--- src/rtl/addsub_serial.sv ---
// addsub_serial - digit-serial adder/subtractor with start/done handshake.
//
// Processes DIGIT bits of the WIDTH-bit operands per clock, so one operation
// takes N = WIDTH/DIGIT RUN cycles followed by a single DONE cycle.
// Subtraction is done as a + ~b + 1: the B operand is inverted on load and
// the first carry-in is the sub flag.
//
// Ports:
//   clk      rising-edge clock
//   rst_n    asynchronous active-low reset
//   start    operation request, sampled only while busy = 0
//   sub      0 = a + b, 1 = a - b (sampled with start)
//   a, b     WIDTH-bit operands (sampled with start)
//   busy     operation in progress
//   done     one-cycle completion pulse; result/flags valid from this cycle
//   result   sum/difference modulo 2^WIDTH, held until the next completion
//   carry    carry-out for add, borrow (a < b unsigned) for sub
//   overflow two's-complement signed overflow
//   zero     result == 0
module addsub_serial #(
    parameter int WIDTH = 16,
    parameter int DIGIT = 4
) (
    input  logic             clk,
    input  logic             rst_n,
    input  logic             start,
    input  logic             sub,
    input  logic [WIDTH-1:0] a,
    input  logic [WIDTH-1:0] b,
    output logic             busy,
    output logic             done,
    output logic [WIDTH-1:0] result,
    output logic             carry,
    output logic             overflow,
    output logic             zero
);

    localparam int N  = WIDTH / DIGIT;
    localparam int CW = (N > 1) ? $clog2(N) : 1;
    localparam logic [CW-1:0] LAST = CW'(N - 1);

    typedef enum logic [1:0] {
        IDLE = 2'b00,
        RUN  = 2'b01,
        DONE = 2'b10
    } state_t;

    state_t state_r;
    state_t state_n_s;
    logic   load_s;
    logic   step_s;
    logic   last_s;

    logic [WIDTH-1:0] a_sh_r;
    logic [WIDTH-1:0] b_sh_r;
    logic [WIDTH-1:0] res_sh_r;
    logic [CW-1:0]    cnt_r;
    logic             cin_r;
    logic             sub_r;
    logic             sa_r;
    logic             sb_r;

    logic [WIDTH-1:0]       b_inv_s;
    logic [DIGIT:0]         dsum_s;
    logic [WIDTH+DIGIT-1:0] a_cat_s;
    logic [WIDTH+DIGIT-1:0] b_cat_s;
    logic [WIDTH+DIGIT-1:0] res_cat_s;
    logic [WIDTH-1:0]       a_next_s;
    logic [WIDTH-1:0]       b_next_s;
    logic [WIDTH-1:0]       res_next_s;

    logic             busy_r;
    logic             done_r;
    logic [WIDTH-1:0] result_r;
    logic             carry_r;
    logic             overflow_r;
    logic             zero_r;

    // Digit adder and the shifted register images for the next RUN cycle.
    // The concatenations keep the shifts legal when DIGIT == WIDTH.
    always_comb begin
        b_inv_s    = b ^ {WIDTH{sub}};
        dsum_s     = {1'b0, a_sh_r[DIGIT-1:0]} + {1'b0, b_sh_r[DIGIT-1:0]}
                   + {{DIGIT{1'b0}}, cin_r};
        a_cat_s    = {{DIGIT{1'b0}}, a_sh_r};
        b_cat_s    = {{DIGIT{1'b0}}, b_sh_r};
        res_cat_s  = {dsum_s[DIGIT-1:0], res_sh_r};
        a_next_s   = a_cat_s[WIDTH+DIGIT-1:DIGIT];
        b_next_s   = b_cat_s[WIDTH+DIGIT-1:DIGIT];
        res_next_s = res_cat_s[WIDTH+DIGIT-1:DIGIT];
        last_s     = (cnt_r == LAST);
    end

    // Next-state logic: IDLE and DONE both accept start, RUN ignores it.
    always_comb begin
        state_n_s = state_r;
        load_s    = 1'b0;
        step_s    = 1'b0;
        case (state_r)
            IDLE: begin
                if (start) begin
                    load_s    = 1'b1;
                    state_n_s = RUN;
                end else begin
                    state_n_s = IDLE;
                end
            end
            RUN: begin
                step_s = 1'b1;
                if (last_s) begin
                    state_n_s = DONE;
                end else begin
                    state_n_s = RUN;
                end
            end
            DONE: begin
                if (start) begin
                    load_s    = 1'b1;
                    state_n_s = RUN;
                end else begin
                    state_n_s = IDLE;
                end
            end
            default: begin
                state_n_s = IDLE;
            end
        endcase
    end

    // State register plus registered busy/done decoded from the next state.
    always_ff @(posedge clk or negedge rst_n) begin
        if (!rst_n) begin
            state_r <= IDLE;
            busy_r  <= 1'b0;
            done_r  <= 1'b0;
        end else begin
            state_r <= state_n_s;
            busy_r  <= (state_n_s == RUN);
            done_r  <= (state_n_s == DONE);
        end
    end

    // Operand/result shift registers, carry chain and digit counter.
    always_ff @(posedge clk or negedge rst_n) begin
        if (!rst_n) begin
            a_sh_r   <= {WIDTH{1'b0}};
            b_sh_r   <= {WIDTH{1'b0}};
            res_sh_r <= {WIDTH{1'b0}};
            cnt_r    <= {CW{1'b0}};
            cin_r    <= 1'b0;
            sub_r    <= 1'b0;
            sa_r     <= 1'b0;
            sb_r     <= 1'b0;
        end else if (load_s) begin
            a_sh_r <= a;
            b_sh_r <= b_inv_s;
            cnt_r  <= {CW{1'b0}};
            cin_r  <= sub;
            sub_r  <= sub;
            sa_r   <= a[WIDTH-1];
            sb_r   <= b_inv_s[WIDTH-1];
        end else if (step_s) begin
            a_sh_r   <= a_next_s;
            b_sh_r   <= b_next_s;
            res_sh_r <= res_next_s;
            cnt_r    <= cnt_r + CW'(1);
            cin_r    <= dsum_s[DIGIT];
        end
    end

    // Visible result and flags load only on the edge that enters DONE.
    // Overflow: operands (after inversion) agree in sign, result does not.
    always_ff @(posedge clk or negedge rst_n) begin
        if (!rst_n) begin
            result_r   <= {WIDTH{1'b0}};
            carry_r    <= 1'b0;
            overflow_r <= 1'b0;
            zero_r     <= 1'b0;
        end else if (step_s && last_s) begin
            result_r   <= res_next_s;
            carry_r    <= dsum_s[DIGIT] ^ sub_r;
            overflow_r <= (sa_r == sb_r) && (res_next_s[WIDTH-1] != sa_r);
            zero_r     <= (res_next_s == {WIDTH{1'b0}});
        end
    end

    assign busy     = busy_r;
    assign done     = done_r;
    assign result   = result_r;
    assign carry    = carry_r;
    assign overflow = overflow_r;
    assign zero     = zero_r;

endmodule

--- config.mk ---
export PLATFORM = sky130hd
export DESIGN_NAME = addsub_serial
export DESIGN_NICKNAME = d
export VERILOG_FILES = /design/src/rtl/addsub_serial.sv
export SDC_FILE = /design/constraint.sdc
export NUM_CORES = 1
export LEC_CHECK = 0
export CORE_ASPECT_RATIO = 1.25
export CORE_MARGIN = 2
export CORE_UTILIZATION = 38
export DETAILED_ROUTE_END_ITERATION = 7
export HOLD_SLACK_MARGIN = 0.02
export PLACE_DENSITY = 0.64
export SLEW_MARGIN = 20
export SYNTH_ARGS = -nofsm -noshare
export SYNTH_HDL_FRONTEND = slang
export SYNTH_SLANG_ARGS = --single-unit
--- constraint.sdc ---
create_clock -name clk -period 2.5 [get_ports clk]
set_input_delay 0.25 -clock clk [delete_from_list [all_inputs] [get_ports clk]]
set_output_delay 0.25 -clock clk [all_outputs]
set_load 0.01 [all_outputs]
==> impl_results.md <==
- Logic pwr share: 41.3%
- Largest net degree at the start of global routing: 34
- Area of the multi-input gates: around 0.0012 mm^2
- Layout cells sized above 1: between 10% and 20%
- Endpoints failing setup: 0
- Yosys warns: 0
- Hpwl dp: 4.55 mm
- Clock Power Share: between 15 and 20%
- Die area: 0.00904 mm^2
- Vias in the first global route: 2259
- Switching power: 1.82 mW
- Total CTS buffers: 9
- Top post-synthesis cells by count: nand2_1 (76), dfrtp_1 (73), nor2_1 (18)
- Vias/cell: between 5 and 6
- Hold Path Class: input pin to flip-flop
- Top FF cell, synth: dfrtp_1
- Die span in y: between 100 and 150 um
- Critical path launch point type: flip-flop
- Syn_nets: 328
- Core Area: 0.00815 mm^2
- MaxCap Viol Count: 0
- CP required: 2780 ps
- Max Clk Rate: 0.475 GHz
- Root buf cell: clkbuf_8
- Final core utilization: 49.0%
- Initial DRT Pass Iterations: 4
- Max clock buf depth: 2
- Syn_area_per_cell: between 10 and 15 um^2
- Critical path arrival: 2390 ps
- Sw frac: a little under two fifths
- Status: completed
- Placed inst area: 0.00381 mm^2
- Antenna violations before repair: 0
- Setup crit end kind: flip-flop
- Post-synth ARST share: 100%
- 1st-iter DRT viols: 78
- Worst Tran Pin Value: roughly 710 ps
- Synth unique cells: 33
- Cells after Synth: roughly 290
- Crit-path max FO: 3
- I/O Pins: 57
- Reg area: 0.00183 mm^2
- Latest clock arrival within the worst-skew pair: approximately 350 ps
- Via count: 2243
- First-pass GRT wire length: 10.9 mm
- CTS Sinks: between 70 and 80
- Post-layout instance area: 0.00399 mm^2
- Final hold vios: 0
- Post-DRT Antenna Nets: 0
- DR WL/cell: approximately 14 um
- Clock Skews: 11.7 ps
- DRC viols: 0
- Gr ovfl total: 0
- Post-cts sizing count: 0
- Clk pin slew, worst setup/hold paths: ~70 ps
- Rel. slew slack: 52.8%
- GP Congestion: ~0.78
- Yosys reg bits: 73
- Area delta synth->final: 26.8%
- Num rows: 37
- Register area share after synthesis: 58.0%
- ANT cells: 0
- Max rail drop VDD: 0.000577 V
- Final Max Slew Viols: 0
- Routed wire length: 6.38 mm
- Kind of critical path: flip-flop to flip-flop
- # fillers: 774
- H-tree levels: 3
- Netlist Area Pre-Place: 0.00315 mm^2
- Top-area cell type share of the netlist area: 58.0%
- Register share of total power: 42.1%
- Initial core utilization: a little under 40%
- CTS tree: done
- Total track usage: ~16%
- Pwr Density: 1240 mW/mm^2
- Final setup TNS: 0 ps
- Nets: 387
- Top-count cell post-synth: nand2_1
- Setup Fix Bufs, Post-CTS: 0
- Synth top area cells: dfrtp_1 (58%), nand2_1 (9.1%), mux2_2 (5.0%)
- Min Tclk post-route: between 2000 and 2500 ps
- Die X: approximately 85 um
- Number of synthesized flops with an enable pin: 0
- I/O Buffers: between 50 and 60
- Leak pwr: 1.85 nW
- R2R setup slack: 390 ps
- Unrepaired setup endpoints after global routing: no
- Final Cycle Share: 84.3%
- Largest area contributor in the netlist: dfrtp_1
- Int Pwr: 3.15 mW
[timing repair]
action	in CTS	in global routing
setup endpoints to repair	0	0
hold buffers	1	0
endpoints found under the hold margin	31	0
[critical path: stages, from the launching register on]
cell and delay (ps):
dfrtp_1 400, fa_1 470, fa_1 490, nor4_1 200
nand2_1 100, nor4_2 180, a32o_1 200
[area by class of cell]
type	instances	area share (%)
sequential	73	45.7
multi-input combinational	193	30.9
timing repair buffer	66	15.9
clock buffer	13	3.98
tap	97	3.04
clock inverter	2	0.345
inverter	2	0.188
[per-layer routing]
| layer | vias to the layer above | track usage (%) | part of all wire (%) |
|---|---|---|---|
| li1 | 1093 | - | - |
| met1 | 1067 | 19.9 | 44 |
| met2 | 69 | 25.2 | 49 |
| met3 | 14 | 2.35 | 4.6 |
| met4 | 0 | 8.16 | 2.4 |
| met5 | - | 0 | 0 |
[worst paths after layout]
check | depth (start not counted) | endpoint | from
hold reg to reg | 2 | a_sh_r[6]$_DFFE_PN0P_ | a_sh_r[6]$_DFFE_PN0P_
max in group asynchronous | 3 | a_sh_r[4]$_DFFE_PN0P_ | rst_n
setup / recovery | 6 | zero$_DFFE_PN0P_ | a_sh_r[0]$_DFFE_PN0P_
hold / removal | 3 | sa_r$_DFFE_PN0N_ | a[15]
setup reg to reg | 6 | zero$_DFFE_PN0P_ | a_sh_r[0]$_DFFE_PN0P_
min in group asynchronous | 2 | result[14]$_DFFE_PN0P_ | rst_n
[logic make-up (layout without fill, tap and decap cells)]
logic type	count (synthesis)	in the layout	synth area share, %
multiplexers	14	14	5.00
buffers and inverters	20	83	2.98
AND/OR/NAND/NOR	108	108	14.4
flip-flops	73	73	58.0
XOR/XNOR	19	19	5.28
AO/OA/AOI/OAI	46	46	11.5
adder cells (fa/ha/maj)	6	6	2.86
[power by group through the flow]
| stage | sequential (mW) | clock [mW] | combinational (mW) |
|---|---|---|---|
| finish | 2.09 | 0.824 | 2.05 |
| global route | 2.16 | 0.897 | 2.33 |
| CTS | 2.10 | 0.846 | 2.08 |
| detailed placement | 2.12 | 0 | 2.08 |
| global placement | 2.10 | 0 | 2.02 |
| floorplan | 2.08 | 0 | 1.33 |
[registers in the layout (all words and copies together), names as in the netlist, 2 cells and up]
name,flops
cnt_r,2
b_sh_r,16
result,16
res_sh_r,12
state_r,2
a_sh_r,16
[layout by cell type (no fill, tap or decap), types with 2 or more instances in the layout]
master	n
buf_4	9
a221o_1	12
xor2_1	3
nand3_1	2
a211oi_1	3
o21ai_0	7
o211ai_1	2
clkbuf_8	11
nand2b_1	2
clkbuf_1	2
a21oi_1	2
ha_1	4
nand2_1	76
a22o_1	4
nor2_1	17
inv_1	2
a22oi_1	12
a21o_1	2
clkdlybuf4s50_1	55
nor4_1	2
fa_1	2
mux2_2	14
xnor2_1	16
dfrtp_1	73
[through the flow]
stage / power [mW] / setup slack [ps] / hold WS [ps] / std cells
2_1_floorplan: 3.41 / 579 / -45.6 / 286
3_3_place_gp: 4.12 / 508 / 340 / 430
3_5_place_dp: 4.20 / 405 / 347 / 430
4_1_cts: 5.03 / 383 / 450 / 446
5_1_grt: 5.39 / 277 / 479 / 446
6_report: 4.97 / 394 / 469 / 446
Power figures use the tool's default switching activity.
